[src/rtl/if_stage.sv]
// Instruction-fetch stage: one outstanding SRAM-like fetch, one-entry fetch buffer, redirect squash.
// Optional fetch/cancel performance counters are enabled by defining IF_PERF_CNT_EN.
module if_stage #(
    parameter logic [31:0] RESET_PC = 32'h1c000000
) (
    input  logic        clk,
    input  logic        reset,
    input  logic        ds_allowin,
    input  logic [33:0] br_bus,
    output logic        fs_to_ds_valid,
    output logic [63:0] fs_to_ds_bus,
    output logic        inst_sram_req,
    output logic        inst_sram_wr,
    output logic [1:0]  inst_sram_size,
    output logic [3:0]  inst_sram_wstrb,
    output logic [31:0] inst_sram_addr,
    output logic [31:0] inst_sram_wdata,
    input  logic        inst_sram_addr_ok,
    input  logic        inst_sram_data_ok,
    input  logic [31:0] inst_sram_rdata
`ifdef IF_PERF_CNT_EN
    ,
    output logic [31:0] fetch_cnt,
    output logic [31:0] cancel_cnt
`endif
);

    localparam logic [0:0] S_REQ  = 1'b0;
    localparam logic [0:0] S_WAIT = 1'b1;

    logic [0:0]  state;
    logic [31:0] pc_r;
    logic [31:0] req_pc;
    logic        discard;
    logic        fs_valid;
    logic [31:0] fs_pc;
    logic [31:0] fs_inst;

    logic        br_cancel;
    logic [31:0] br_target;
    logic        br_taken_unused;
    logic        fetch_go;
    logic        accept;
    logic        resp;
    logic        handoff;

    assign br_cancel       = br_bus[33];
    assign br_taken_unused = br_bus[32];
    assign br_target       = br_bus[31:0];

    // Only request when the buffer will be empty by the time data returns.
    assign fetch_go = (state == S_REQ) && (!fs_valid || ds_allowin) && !reset;
    assign accept   = fetch_go && inst_sram_addr_ok;
    assign resp     = (state == S_WAIT) && inst_sram_data_ok;
    assign handoff  = fs_valid && ds_allowin;

    assign inst_sram_req   = fetch_go;
    assign inst_sram_wr    = 1'b0;
    assign inst_sram_size  = 2'd2;
    assign inst_sram_wstrb = 4'd0;
    assign inst_sram_addr  = pc_r;
    assign inst_sram_wdata = 32'd0;

    assign fs_to_ds_valid = fs_valid && !reset;
    assign fs_to_ds_bus   = reset ? 64'd0 : {fs_inst, fs_pc};

    always_ff @(posedge clk) begin
        if (reset) begin
            state    <= S_REQ;
            pc_r     <= RESET_PC;
            req_pc   <= 32'd0;
            discard  <= 1'b0;
            fs_valid <= 1'b0;
            fs_pc    <= 32'd0;
            fs_inst  <= 32'd0;
        end else if (br_cancel) begin
            fs_valid <= 1'b0;
            pc_r     <= br_target;
            if (accept) begin
                // Old-path request already went out; its response must be thrown away.
                req_pc  <= pc_r;
                state   <= S_WAIT;
                discard <= 1'b1;
            end else if (resp) begin
                state   <= S_REQ;
                discard <= 1'b0;
            end else if (state == S_WAIT) begin
                discard <= 1'b1;
            end
        end else begin
            if (accept) begin
                req_pc <= pc_r;
                pc_r   <= pc_r + 32'd4;
                state  <= S_WAIT;
            end
            if (resp) begin
                state   <= S_REQ;
                discard <= 1'b0;
            end
            if (resp && !discard) begin
                fs_valid <= 1'b1;
                fs_inst  <= inst_sram_rdata;
                fs_pc    <= req_pc;
            end else if (handoff) begin
                fs_valid <= 1'b0;
            end
        end
    end

`ifdef IF_PERF_CNT_EN
    always_ff @(posedge clk) begin
        if (reset) begin
            fetch_cnt  <= 32'd0;
            cancel_cnt <= 32'd0;
        end else begin
            if (handoff && !br_cancel)
                fetch_cnt <= fetch_cnt + 32'd1;
            if (resp && (discard || br_cancel))
                cancel_cnt <= cancel_cnt + 32'd1;
        end
    end
`endif

endmodule

[config.mk]
export PLATFORM = sky130hd
export DESIGN_NAME = if_stage
export DESIGN_NICKNAME = d
export VERILOG_FILES = /design/src/rtl/if_stage.sv
export SDC_FILE = /design/constraint.sdc
export NUM_CORES = 1
export LEC_CHECK = 0
export CAP_MARGIN = 5
export CORE_MARGIN = 8
export CORE_UTILIZATION = 30
export DETAILED_ROUTE_END_ITERATION = 10
export SETUP_SLACK_MARGIN = 0.15
export SYNTH_ARGS = -nofsm -noshare
export SYNTH_HDL_FRONTEND = slang
export SYNTH_SLANG_ARGS = --single-unit
[constraint.sdc]
create_clock -name clk -period 6.4 [get_ports clk]
set_clock_uncertainty 0.1 [all_clocks]
set_input_delay 1.28 -clock clk [delete_from_list [all_inputs] [get_ports clk]]
set_output_delay 1.28 -clock clk [all_outputs]
set_load 0.1 [all_outputs]
# Word level (Yosys, flattened, before mapping)
# Cells that the tools add are included.
# W data, S select, Z words.
[classes]
bitwise_logic = 2
reduce_logical = 19
add_sub_neg = 1
n_mux = 14
[op_table]
columns = ["cell", "count"]
rows = [
  ["$mux W32", 2],
  ["$mux W64", 1],
  ["$add A32 B3 Y32 const B", 1],
  ["$mux W1", 11],
  ["$reduce_bool A2 Y1", 4],
  ["$logic_and A1 B1 Y1", 7],
  ["$reduce_and A2 Y1", 2],
  ["$logic_not A1 Y1", 3],
  ["$reduce_bool A3 Y1", 1],
  ["$not A1 Y1", 2],
  ["$reduce_or A2 Y1", 1],
  ["$logic_or A1 B1 Y1", 1],
]
[word_totals]
output_inout_bits = 137
wordCells = 43
reg_bits = 131
in_bits = 71

# Logic depth before layout (Yosys ltp)
[logic_depth]
ltp_word = 8
depth_mapped = 7
depth_no_buf = 6

# Least setup slack after synthesis
# No wires, ideal clock.
[synth_path]
path_type = "input-to-output"
startpoint = "in reset"
endpoint = "out inst_sram_req"
path_slack_ps = 1110
t_arrival_ps = 3910
required_time_ps = 5020
path_buffers = 3
stages = 4
path_cell_list = "buf_2 clkbuf_1 buf_1 nor3_1"
[synth_between]
elab_chain_len = 2
[synth_lines]
columns = ["item", "line", "source"]
rows = [
  ["start: declaration", "7", "input logic reset,"],
  ["$logic_not A1 Y1", "52", "assign fetch_go = (state == S_REQ) && (!fs_valid || ds_allowin) && !reset;"],
  ["$logic_and A1 B1 Y1", "52", ""],
  ["end: declaration", "12", "output logic inst_sram_req,"],
]
# No other way between the ends.

# Worst setup path after layout
[layout_path]
startpoint = "in reset"
endpoint = "out fs_to_ds_bus[19]"
[layout_between]
elab_chain_len = 1
[layout_lines]
columns = ["item", "line", "source"]
rows = [
  ["$mux W64", "65", "assign fs_to_ds_bus = reset ? 64'd0 : {fs_inst, fs_pc};"],
  ["end: declaration", "11", "output logic [63:0] fs_to_ds_bus,"],
]
# No other way between the ends.

==> flow_metrics.env <==
export IMPL_drt_iter0_drc=296
export IMPL_antenna_found_initial=0
export IMPL_worst_r2r_endpoint="inst_sram_addr[25]"
export IMPL_arrival_ps=3410
export IMPL_ir_drop_mv=0.177
export IMPL_synth_top_area_share_pct=44.1
export IMPL_status="finished clean"
export IMPL_hold_depth=2
export IMPL_drc=0
export IMPL_die_width_um=157
export IMPL_die_h_um=157
export IMPL_cts_max_level=4
export IMPL_preCtsSetupSlack_ps=1580
export IMPL_hold_viol_final=0
export IMPL_ys_seq_elements=131
export IMPL_synth_top_cell_by_area="dfxtp_1"
export IMPL_critPathCaptureType="output pin"
export IMPL_p_leak_nw=2.86
export IMPL_antenna_left=0
export IMPL_clockRootBuffer="clkbuf_16"
export IMPL_num_antenna_cells=0
export IMPL_place_gp_congestion=0.752
export IMPL_cts_resized=0
export IMPL_clk_path_buf_depth=2
export IMPL_avgSynthCellArea_um2=7.70
export IMPL_syn_to_final_growth_pct=39.3
export IMPL_die_area_mm2=0.0246
export IMPL_fin_util_pct=42.6
export IMPL_met2_usage_pct=24.1
export IMPL_clkTransAtPathRegs_ps=50
export IMPL_dpl_hpwl_um=12700
export IMPL_rr_startpoint="state"
export IMPL_hold_class="register to register"
export IMPL_post_cts_setup_buffers=0
export IMPL_seq_area_frac_synth_pct=44.1
export IMPL_worst_pin_slew_ps=1170
export IMPL_portBuffers=167
export IMPL_p_per_area_mw_per_mm2=277
export IMPL_cts_sinks=131
export IMPL_grt_busiest_layer="met2"
export IMPL_required_ps=5020
export IMPL_synth_area_top_cells="dfxtp_1 44%, nand2_1 13%, a21oi_1 8.4%, nor2b_1 7.0%, buf_4 4.9%"
export IMPL_dpl_cell_count=1158
export IMPL_netlist_area_mm2=0.00595
export IMPL_ctsHoldBuffers=0
export IMPL_tns_ps=0
export IMPL_final_max_slew_viol_count=0
export IMPL_cap_viol_max_count=0
export IMPL_grt_setup_unrepaired="no"
export IMPL_path_class="primary input to output pin"
export IMPL_synth_distinct_cells=48
export IMPL_critPathMaxFanout=131
export IMPL_synth_edff_count=0
export IMPL_nets=984
export IMPL_grt_overflow_total=0
export IMPL_rows=51
export IMPL_ff2ff_setup_slack_ps=3750
export IMPL_whs_endpoint="fs_pc[9]"
export IMPL_cp_startpoint="reset"
export IMPL_grt_pass1_vias=5132
export IMPL_syn_inst=772
export IMPL_r2r_cells=5
export IMPL_pin_count=208
export IMPL_post_drt_via_cell_ratio=4.56
export IMPL_setup_ws_ps=1610
export IMPL_grt_max_degree=132
export IMPL_seq_area_mm2=0.00262
export IMPL_hp_start="fs_pc[9]"
export IMPL_whs_ps=346
export IMPL_grt_pass1_wl_um=28500
export IMPL_fin_crit_ps=4790
export IMPL_nFillCells=1995
export IMPL_cts_buffers=17
export IMPL_drive_gt1_share_pct=5.51
export IMPL_multiInputGateArea_mm2=0.00296
export IMPL_met3_usage_pct=3.81
export IMPL_start_kind="primary input"
export IMPL_core_area_mm2=0.0195
export IMPL_async_flop_share_pct=0
export IMPL_start_util_pct=30.6
export IMPL_track_usage_pct=14.8
export IMPL_totalWireLength_um=18300
export IMPL_synth_warnings=0
export IMPL_wl_per_cell_um=15.4
export IMPL_use_met1_pct=18.8
export IMPL_synth_ff_type="dfxtp_1"
export IMPL_vias=5428
export IMPL_detail_route_first_pass_iterations=4
export IMPL_fin_crit_sh_pct=74.8
export IMPL_fmax_ghz=0.209
export IMPL_layout_cells_non_filler=1190
export IMPL_cts_tree="yes"
export IMPL_clk_latency_ps=410
export IMPL_finalSetupViolCount=0
export IMPL_slew_headroom_pct=21.4
through the flow:
stage	instance area [um2]	power [mW]
finish	8290	2.29
global placement	7680	1.31
global route	8290	2.38
detailed placement	7680	1.31
CTS	8290	2.32
floorplan	6090	1.22
routing by layer:
metal	wire length, um	vias to the layer above
li1	-	2783
met1	8070	2518
met2	8930	119
met3	1160	8
met4	179	0
met5	0	-
synthesized netlist by cell type (3+ instances only):
cell / number
clkbuf_1: 44
xnor2_1: 9
xor2_1: 9
nor4_1: 6
a21oi_1: 100
and3_1: 3
nor2b_1: 67
dfxtp_1: 131
buf_4: 39
nand4_1: 12
nand2_1: 211
inv_1: 5
buf_1: 6
a311oi_1: 7
nor2_1: 28
o21ai_0: 7
a211oi_1: 15
nand3_1: 9
nor3_1: 15
and4_1: 3
a31oi_1: 3
a2111oi_0: 4
or3_1: 5
worst max path at each step:
stage / end / slack (ps) / cells after the start
floorplan: inst_sram_req / 1110 / 4
global placement: fs_to_ds_bus[19] / 1590 / 4
finish: fs_to_ds_bus[19] / 1610 / 4
CTS: fs_to_ds_bus[19] / 1570 / 4
global route: fs_to_ds_bus[19] / 1450 / 4
detailed placement: fs_to_ds_bus[19] / 1580 / 4
cell type report:
type                       count  share of cell area (%)
multi-input combinational    581                    35.7
sequential                   131                    31.6
timing repair buffer         175                    21.1
clock buffer                  23                    5.77
tap                          265                    4.00
clock inverter                 9                    1.54
inverter                       6                   0.272
layout by cell type, fill, tap and decap left out, types with 3 or more instances in the layout:
| cell | count |
|---|---|
| nand2_1 | 211 |
| clkdlybuf4s50_1 | 166 |
| dfxtp_1 | 131 |
| a21oi_1 | 100 |
| nor2b_1 | 67 |
| conb_1 | 39 |
| nor2_1 | 27 |
| clkbuf_16 | 17 |
| a211oi_1 | 15 |
| nor3_1 | 14 |
| nand4_1 | 12 |
| nand3_1 | 9 |
| xor2_1 | 9 |
| xnor2_1 | 9 |
| o21ai_0 | 7 |
| a311oi_1 | 7 |
| buf_4 | 7 |
| nor4_1 | 6 |
| inv_1 | 5 |
| or3_1 | 4 |
| a2111oi_0 | 4 |
| clkinv_2 | 4 |
| and4_1 | 3 |
| a31oi_1 | 3 |
| and3_1 | 3 |
| clkbuf_1 | 3 |
| bufinv_16 | 3 |
| clkbuf_8 | 3 |
logic make-up (layout without fill, tap and decap cells):
group	count (synthesis)	in the layout	synth area share, %
AOI/OAI and AO/OA	144	144	14.0
xor gates and xnor gates	18	18	2.65
adders and majority gates	1	1	0.210
buffers and inverters	97	213	8.73
DFF	131	131	44.1
muxes	2	2	0.337
other	2	39	0.126
and+or+nand+nor	377	377	29.9
registers in the layout, indices dropped and copies added (netlist names):
register and flops:
fs_inst 32, fs_pc 32, inst_sram_addr 32, req_pc 32, discard 1, fs_valid 1, state 1
critical path, cell delays in order:
cell,delay (ps)
buf_6,650
buf_4,360
nor2b_1,70
clkdlybuf4s50_1,970
power breakdown:
| part | switching, mW | internal, mW |
|---|---|---|
| logic | 0.318 | 0.0983 |
| registers | 0.0328 | 0.846 |
| clock network | 0.355 | 0.643 |
No activity file was read; power rests on OpenSTA's default activity.
